==> src/rtl/note_sequencer.sv <==
// rtl/note_sequencer.sv - 16-entry note sequencer playing {note, dur} entries in ticks of TICK_DIV clocks
// Define NOTE_SEQUENCER_GAP_EN to insert a one-tick silent gap after every note.
module note_sequencer #(
  parameter int TICK_DIV = 1000000,
  parameter int DEPTH    = 16
) (
  input  logic       clk,
  input  logic       rst_n,
  input  logic       start,
  input  logic       stop,
  input  logic       loop,
  input  logic       wr_en,
  input  logic [3:0] wr_addr,
  input  logic [5:0] wr_note,
  input  logic [7:0] wr_dur,
  output logic [7:0] note_out,
  output logic       busy,
  output logic       done,
  output logic [3:0] step
);

  localparam int PW = $clog2(TICK_DIV);
  localparam logic [PW-1:0] TICK_LAST = PW'(TICK_DIV - 1);

  localparam logic [1:0] S_IDLE  = 2'd0;
  localparam logic [1:0] S_FETCH = 2'd1;
  localparam logic [1:0] S_PLAY  = 2'd2;
`ifdef NOTE_SEQUENCER_GAP_EN
  localparam logic [1:0] S_GAP   = 2'd3;
`endif

  logic [1:0]    r_state;
  logic [PW-1:0] r_presc;
  logic [7:0]    r_dur_cnt;
  logic [7:0]    r_note;
  logic [3:0]    r_step;
  logic          r_done;
  logic [5:0]    r_mem_note [DEPTH];
  logic [7:0]    r_mem_dur  [DEPTH];

  logic          w_tick;
  logic          w_seq_adv;
  logic          w_last;
  logic [5:0]    w_fetch_note;
  logic [7:0]    w_fetch_dur;

  assign w_tick       = (r_presc == TICK_LAST);
  assign w_last       = (r_step == 4'(DEPTH - 1));
  assign w_fetch_note = r_mem_note[r_step];
  assign w_fetch_dur  = r_mem_dur[r_step];

  // w_seq_adv marks the end of an entry's full period (note, plus gap when enabled)
`ifdef NOTE_SEQUENCER_GAP_EN
  assign w_seq_adv = (r_state == S_GAP) && w_tick;
`else
  assign w_seq_adv = (r_state == S_PLAY) && w_tick && (r_dur_cnt == 8'd1);
`endif

  assign note_out = r_note;
  assign busy     = (r_state != S_IDLE);
  assign done     = r_done;
  assign step     = r_step;

  always_ff @(posedge clk or negedge rst_n) begin
    if (!rst_n) begin
      for (int i = 0; i < DEPTH; i++) begin
        r_mem_note[i] <= '0;
        r_mem_dur[i]  <= '0;
      end
    end else if (wr_en) begin
      r_mem_note[wr_addr] <= wr_note;
      r_mem_dur[wr_addr]  <= wr_dur;
    end
  end

  // PLAY and GAP share bit 1 of the encoding; the prescaler runs only there
  always_ff @(posedge clk or negedge rst_n) begin
    if (!rst_n) begin
      r_presc <= '0;
    end else if (r_state[1]) begin
      r_presc <= w_tick ? '0 : r_presc + PW'(1);
    end else begin
      r_presc <= '0;
    end
  end

  always_ff @(posedge clk or negedge rst_n) begin
    if (!rst_n) begin
      r_state   <= S_IDLE;
      r_dur_cnt <= '0;
      r_note    <= '0;
      r_step    <= '0;
      r_done    <= 1'b0;
    end else begin
      r_done <= 1'b0;
      if (stop && (r_state != S_IDLE)) begin
        r_state <= S_IDLE;
        r_note  <= '0;
        r_step  <= '0;
      end else if (w_seq_adv) begin
        r_note <= '0;
        if (!w_last) begin
          r_step  <= r_step + 4'd1;
          r_state <= S_FETCH;
        end else if (loop) begin
          r_step  <= '0;
          r_state <= S_FETCH;
        end else begin
          r_state <= S_IDLE;
          r_done  <= 1'b1;
        end
      end else begin
        case (r_state)
          S_IDLE: begin
            if (start && !stop) begin
              r_state <= S_FETCH;
              r_step  <= '0;
            end
          end
          S_FETCH: begin
            if (w_fetch_dur == 8'd0) begin
              r_state <= S_IDLE;
              r_note  <= '0;
              r_done  <= 1'b1;
            end else begin
              r_dur_cnt <= w_fetch_dur;
              r_note    <= ((w_fetch_note >= 6'd1) && (w_fetch_note <= 6'd36)) ?
                           {2'b00, w_fetch_note} : 8'd0;
              r_state   <= S_PLAY;
            end
          end
          S_PLAY: begin
            if (w_tick) begin
              r_dur_cnt <= r_dur_cnt - 8'd1;
`ifdef NOTE_SEQUENCER_GAP_EN
              if (r_dur_cnt == 8'd1) begin
                r_note  <= '0;
                r_state <= S_GAP;
              end
`endif
            end
          end
          default: ;
        endcase
      end
    end
  end

endmodule

==> config.mk <==
export PLATFORM = sky130hd
export DESIGN_NAME = note_sequencer
export DESIGN_NICKNAME = d
export VERILOG_FILES = /design/src/rtl/note_sequencer.sv
export SDC_FILE = /design/constraint.sdc
export NUM_CORES = 1
export LEC_CHECK = 0
export CELL_PAD_IN_SITES_DETAIL_PLACEMENT = 2
export CELL_PAD_IN_SITES_GLOBAL_PLACEMENT = 2
export CORE_MARGIN = 2
export CORE_UTILIZATION = 25
export DETAILED_ROUTE_END_ITERATION = 10
export GPL_TIMING_DRIVEN = 1
export PLACE_DENSITY_LB_ADDON = 0.1
export RECOVER_POWER = 25
export SYNTH_ARGS = -nofsm -noshare
export SYNTH_HDL_FRONTEND = slang
export SYNTH_SLANG_ARGS = --single-unit
==> constraint.sdc <==
create_clock -name clk -period 4.4 [get_ports clk]
set_clock_uncertainty 0.1 [all_clocks]
set_input_delay 0.44 -clock clk [delete_from_list [all_inputs] [get_ports clk]]
set_output_delay 0.44 -clock clk [all_outputs]
set_load 0.02 [all_outputs]
Word-level counts from Yosys, hierarchy flattened. Cells that the tools add are included.

Input bits: 24. ROM bits: 0. RAM bits: 0. Flip-flop bits (word level): 267. Latch bits: 0. Memories kept: 0.

Order comparisons: 5. Reduce and logical (&&, ||, !) cells: 18. Add/sub/neg operators: 3. Multiplexer cells: 41. Divide/modulo/power cells: 0. Shift operators: 0. Equality and inequality tests: 9. $mul: 0. Bitwise logic cells: 4.

Operators with widths (count): $bwmux W128 (1); $bwmux W96 (1); $mux W8 (8); $mux W20 (2); $bmux W8 S4 (1); $demux W8 S4 (1); $mux W6 (5); $bmux W6 S4 (1); $demux W6 S4 (1); $mux W4 (6); $add A20 B1 Y20 const B (1); $eq A20 B20 Y1 const B (1); $pmux W8 S2 (1); $ge A5 B5 Y1 const B (2); $not A4 Y5 (2); $reduce_bool A3 Y1 (3); $eq A8 B1 Y1 const B (1); $logic_not A8 Y1 (1); $mux W1 (8); $mux W2 (4); $sub A8 B1 Y8 const B (1); $ge A6 B1 Y1 const B (1); $le A6 B6 Y1 const B (1); $logic_and A1 B1 Y1 (6); 17 further kinds (20).

Logic depth before layout (Yosys ltp).
Depth in word-level cells: 11. Depth in mapped cells: 11.

Least setup slack after synthesis. No wires, ideal clock.

Kind: register to register. From: register r_step[0] (netlist: step[0]). To: register r_note[4] (netlist: note_out[4]). Data arrival time: 2.473 ns. Library setup time: 0.122 ns. Cell stages (with the launch flop): 10. Required time: 4.178 ns. Slack: 1.706 ns. Path through: dfrtp_1 > buf_6 > buf_12 > mux4_1 > a22oi_1 > nand2_1 > or3_4 > nor3_4 > a31oi_4 > a32o_1.

Word-level cells in the longest chain between the ends: 11.

Ends and longest elaborated chain: start: declaration (line 36) `logic [3:0] r_step;`; start signal: assignment (line 103) `r_step <= r_step + 4'd1;`; $not A4 Y5 (not written as such) * (line 49, 50); $bmux W6 S4 (line 49) `assign w_fetch_note = r_mem_note[r_step];`; $mux W6 (not written as such) (2 in series) (line 49); $ge A6 B1 Y1 or $le A6 B6 Y1 (tied branches) (line 127) `r_note <= ((w_fetch_note >= 6'd1) && (w_fetch_note <= 6'd36)) ?`; $logic_and A1 B1 Y1 (line 127); $mux W6 (line 127); $mux W6 * (line 121) `if (w_fetch_dur == 8'd0) begin`; $mux W8 * (line 113) `case (r_state)`; $mux W8 * (line 100) `end else if (w_seq_adv) begin`; $mux W8 * (line 96) `if (stop && (r_state != S_IDLE)) begin`; end signal: assignment (line 127); end: declaration (line 35) `logic [7:0] r_note;`.

Every way passes the cells marked *; elsewhere a longest branch is shown, timed or not. The select of a mux whose other input is x is not followed. A chain may end at the register's enable or synchronous reset.

Worst setup path after layout.
From: register r_step[0] (netlist: step[0]). To: register r_note[2] (netlist: note_out[2]).

The elaborated chain is that of the path after synthesis.

==> results.sh <==
export IMPL_finalCritPeriodShare_pct=74.0
export IMPL_finalWorstSetupSlack_ns=1.14
export IMPL_grt_pass1_wl_um=59700
export IMPL_regArea_sq_um=6640
export IMPL_die_h_um=227
export IMPL_period_needed_ns=3.26
export IMPL_first_iter_violations=345
export IMPL_synth_edf_count=0
export IMPL_cp_end_kind="register"
export IMPL_boundaryPins=38
export IMPL_final_cells=1629
export IMPL_grt_pass1_vias=8763
export IMPL_rsz0062_at_grt="no"
export IMPL_maxCapViolCount=1
export IMPL_clock_sinks=265
export IMPL_nFillCells=5080
export IMPL_synth_top_area_share_pct=53.4
export IMPL_yosysWarningCount=0
export IMPL_violations="capacitance limit, slew limit"
export IMPL_vias=7697
export IMPL_cts_hold_buffers=1
export IMPL_critical_path_class="reg2reg"
export IMPL_placed_area_sq_um=13600
export IMPL_post_cts_buffers=0
export IMPL_cts_resized=0
export IMPL_die_area_sq_um=51400
export IMPL_place_congestion=0.684
export IMPL_setup_tns_ns=0
export IMPL_cp_max_fo=30
export IMPL_worstSetupStartpointType="register"
export IMPL_final_area_sq_um=14700
export IMPL_grt_use_total_pct=16.0
export IMPL_dp_cells=1566
export IMPL_wl_per_cell_um=23.9
export IMPL_status="finished with violations"
export IMPL_nNetsFinal=968
export IMPL_yosysSeqAreaShare_pct=53.4
export IMPL_fp_dieW_um=227
export IMPL_clockBufferDepth=3
export IMPL_hold_violations=0
export IMPL_drtAntennaViolNets=0
export IMPL_powerDensity_nw_per_um2=501
export IMPL_async_reset_ff_share_pct=100
export IMPL_final_common_cell="dfrtp_1"
export IMPL_setup_viol=0
export IMPL_crit_chain="mux4_1 > a22oi_1 > nand2_1 > or3_4 > nor3_4 > a31oi_4 > a32o_1"
export IMPL_antenna_diode_count=0
export IMPL_fmax_mhz=307
export IMPL_p_leak_nw=5.94
export IMPL_clk_pin_slew_worst_paths_ns=0.05
export IMPL_worstHoldPathType="reg2reg"
export IMPL_synth_seq_cells=265
export IMPL_multiInputGateArea_sq_um=5460
export IMPL_synthTopCellsByArea="dfrtp_1 (53%), mux2_2 (20%), mux4_2 (6.2%)"
export IMPL_relSlewSlack_pct=-75.2
export IMPL_crit_path_top_delay_cell="dfrtp_4"
export IMPL_synth_top_cell_by_area="dfrtp_1"
export IMPL_initial_utilization_pct=25.3
export IMPL_worst_pin_slew_ns=2.63
export IMPL_slowest_delay_ns=0.87
export IMPL_core_sq_um=49000
export IMPL_io_buffers=35
export IMPL_drive_gt1_share_pct=36.7
export IMPL_dp_slack_ns=1.12
export IMPL_viasPerCell=4.72
export IMPL_antenna_found_initial=0
export IMPL_cp_arrival_ns=3.56
export IMPL_slew_viol_final=94
export IMPL_cp_top_family="flip-flops"
export IMPL_whs_ns=0.396
export IMPL_area_delta_synth_final_pct=18.9
export IMPL_first_pass_iters=4
export IMPL_synth_cells=901
export IMPL_routed_wl_um=39000
export IMPL_drc=0
export IMPL_htreeDepth=2
export IMPL_cts_root_buf="clkbuf_16"
export IMPL_final_cell_mix="dfrtp_1 (263), mux2_2 (224), nand2_1 (45), clkbuf_16 (37)"
export IMPL_gr_total_overflow=0
export IMPL_synth_cell_types=58
export IMPL_num_rows=81
export IMPL_cts_tree="built"
export IMPL_cts_buffers=35
export IMPL_place_hpwl_um=24000
export IMPL_utilization_pct=30.1
export IMPL_power_mw=7.39
export IMPL_cp_num_buf_inv=0
export IMPL_grt_start_max_net_pins=96
export IMPL_peakVddDrop_v=0.000236
export IMPL_insertion_delay_ns=0.53
export IMPL_required_ns=4.70
export IMPL_avgSynthCellArea_sq_um=13.8
export IMPL_netlist_area_sq_um=12400
export IMPL_synth_flop_cell="dfrtp_1"
==> cell type report <==
class | count | share of cell area [%]
flip-flops and latches | 265 | 45.0
multi-input cells | 564 | 37.0
clock buffers | 55 | 7.28
well taps | 664 | 5.63
repair buffers | 60 | 3.93
clock inverters | 7 | 0.763
inverters | 14 | 0.356
==> state kept, by name (all words and copies together), names as in the netlist <==
signal	cells
r_presc	20
r_mem_note	96
step	4
r_state	2
r_dur_cnt	8
done	1
r_mem_dur	128
note_out	6
==> worst register-to-register path, stage by stage (launching register included) <==
cell and delay [ns]:
dfrtp_4 0.87, mux4_1 0.67, a22oi_1 0.23, nand2_1 0.15, or3_4 0.37, nor3_4 0.26, a31oi_4 0.22, a32o_1 0.28
==> synthesized netlist by cell type (3+ instances only) <==
| library cell | n |
|---|---|
| nand3b_1 | 3 |
| or3_1 | 4 |
| buf_6 | 8 |
| ha_1 | 4 |
| a22oi_1 | 17 |
| mux2i_1 | 33 |
| o21ai_0 | 14 |
| clkbuf_1 | 37 |
| a31oi_1 | 4 |
| a21oi_1 | 14 |
| buf_4 | 5 |
| dfrtp_1 | 265 |
| nand2_1 | 45 |
| nand4_1 | 5 |
| buf_2 | 3 |
| xor2_1 | 10 |
| nand2b_1 | 7 |
| xnor2_1 | 6 |
| and2_1 | 4 |
| buf_1 | 5 |
| mux4_1 | 6 |
| inv_1 | 13 |
| nor3_1 | 11 |
| a32o_1 | 5 |
| and3_1 | 5 |
| and4_1 | 3 |
| mux4_2 | 34 |
| o221ai_1 | 3 |
| a221oi_1 | 17 |
| mux2_2 | 224 |
| nand3_1 | 15 |
| nor2_1 | 39 |
==> report_power, final <==
group          total, mW  leakage, nW  switching, mW  internal, mW
Sequential          3.27         3.30          0.300          2.97
Clock               2.95        0.580           1.11          1.85
Combinational       1.17         2.06          0.521         0.647
==> cell families (layout without fill, tap and decap cells) <==
logic type               count (synthesis)  in the layout  share of synthesized area (%)
adder cells (fa/ha/maj)                  4              4                          0.403
XOR/XNOR                                16             16                           1.13
AND/OR/NAND/NOR                        157            157                           6.37
flip-flops                             265            265                           53.4
multiplexers                           297            297                           30.4
AO/OA/AOI/OAI                           88             88                           5.17
buffers and inverters                   73            136                           3.01
other                                    1              2                         0.0302
==> layer usage <==
| metal | global-route usage, % | up-vias | part of all wire (%) |
|---|---|---|---|
| met3 | 2.42 | 48 | 2.9 |
| met4 | 4.97 | 0 | 2.5 |
| met1 | 21.3 | 4144 | 46 |
| li1 | - | 3413 | - |
| met5 | 0 | - | 0 |
| met2 | 26.8 | 92 | 48 |
==> worst paths after layout <==
path | startpoint | end | slack (ns) | cells after the start
worst max register to register | step[0] | note_out[2] | 1.14 | 7
worst max-delay path | step[0] | note_out[2] | 1.14 | 7
min in group asynchronous | rst_n | r_mem_note[54] | 1.15 | 2
worst min-delay path | r_mem_dur[121] | r_mem_dur[121] | 0.40 | 1
max in group asynchronous | rst_n | step[0] | 1.15 | 3
worst min register to register | r_mem_dur[121] | r_mem_dur[121] | 0.40 | 1
No activity file was read; power rests on OpenSTA's default activity.
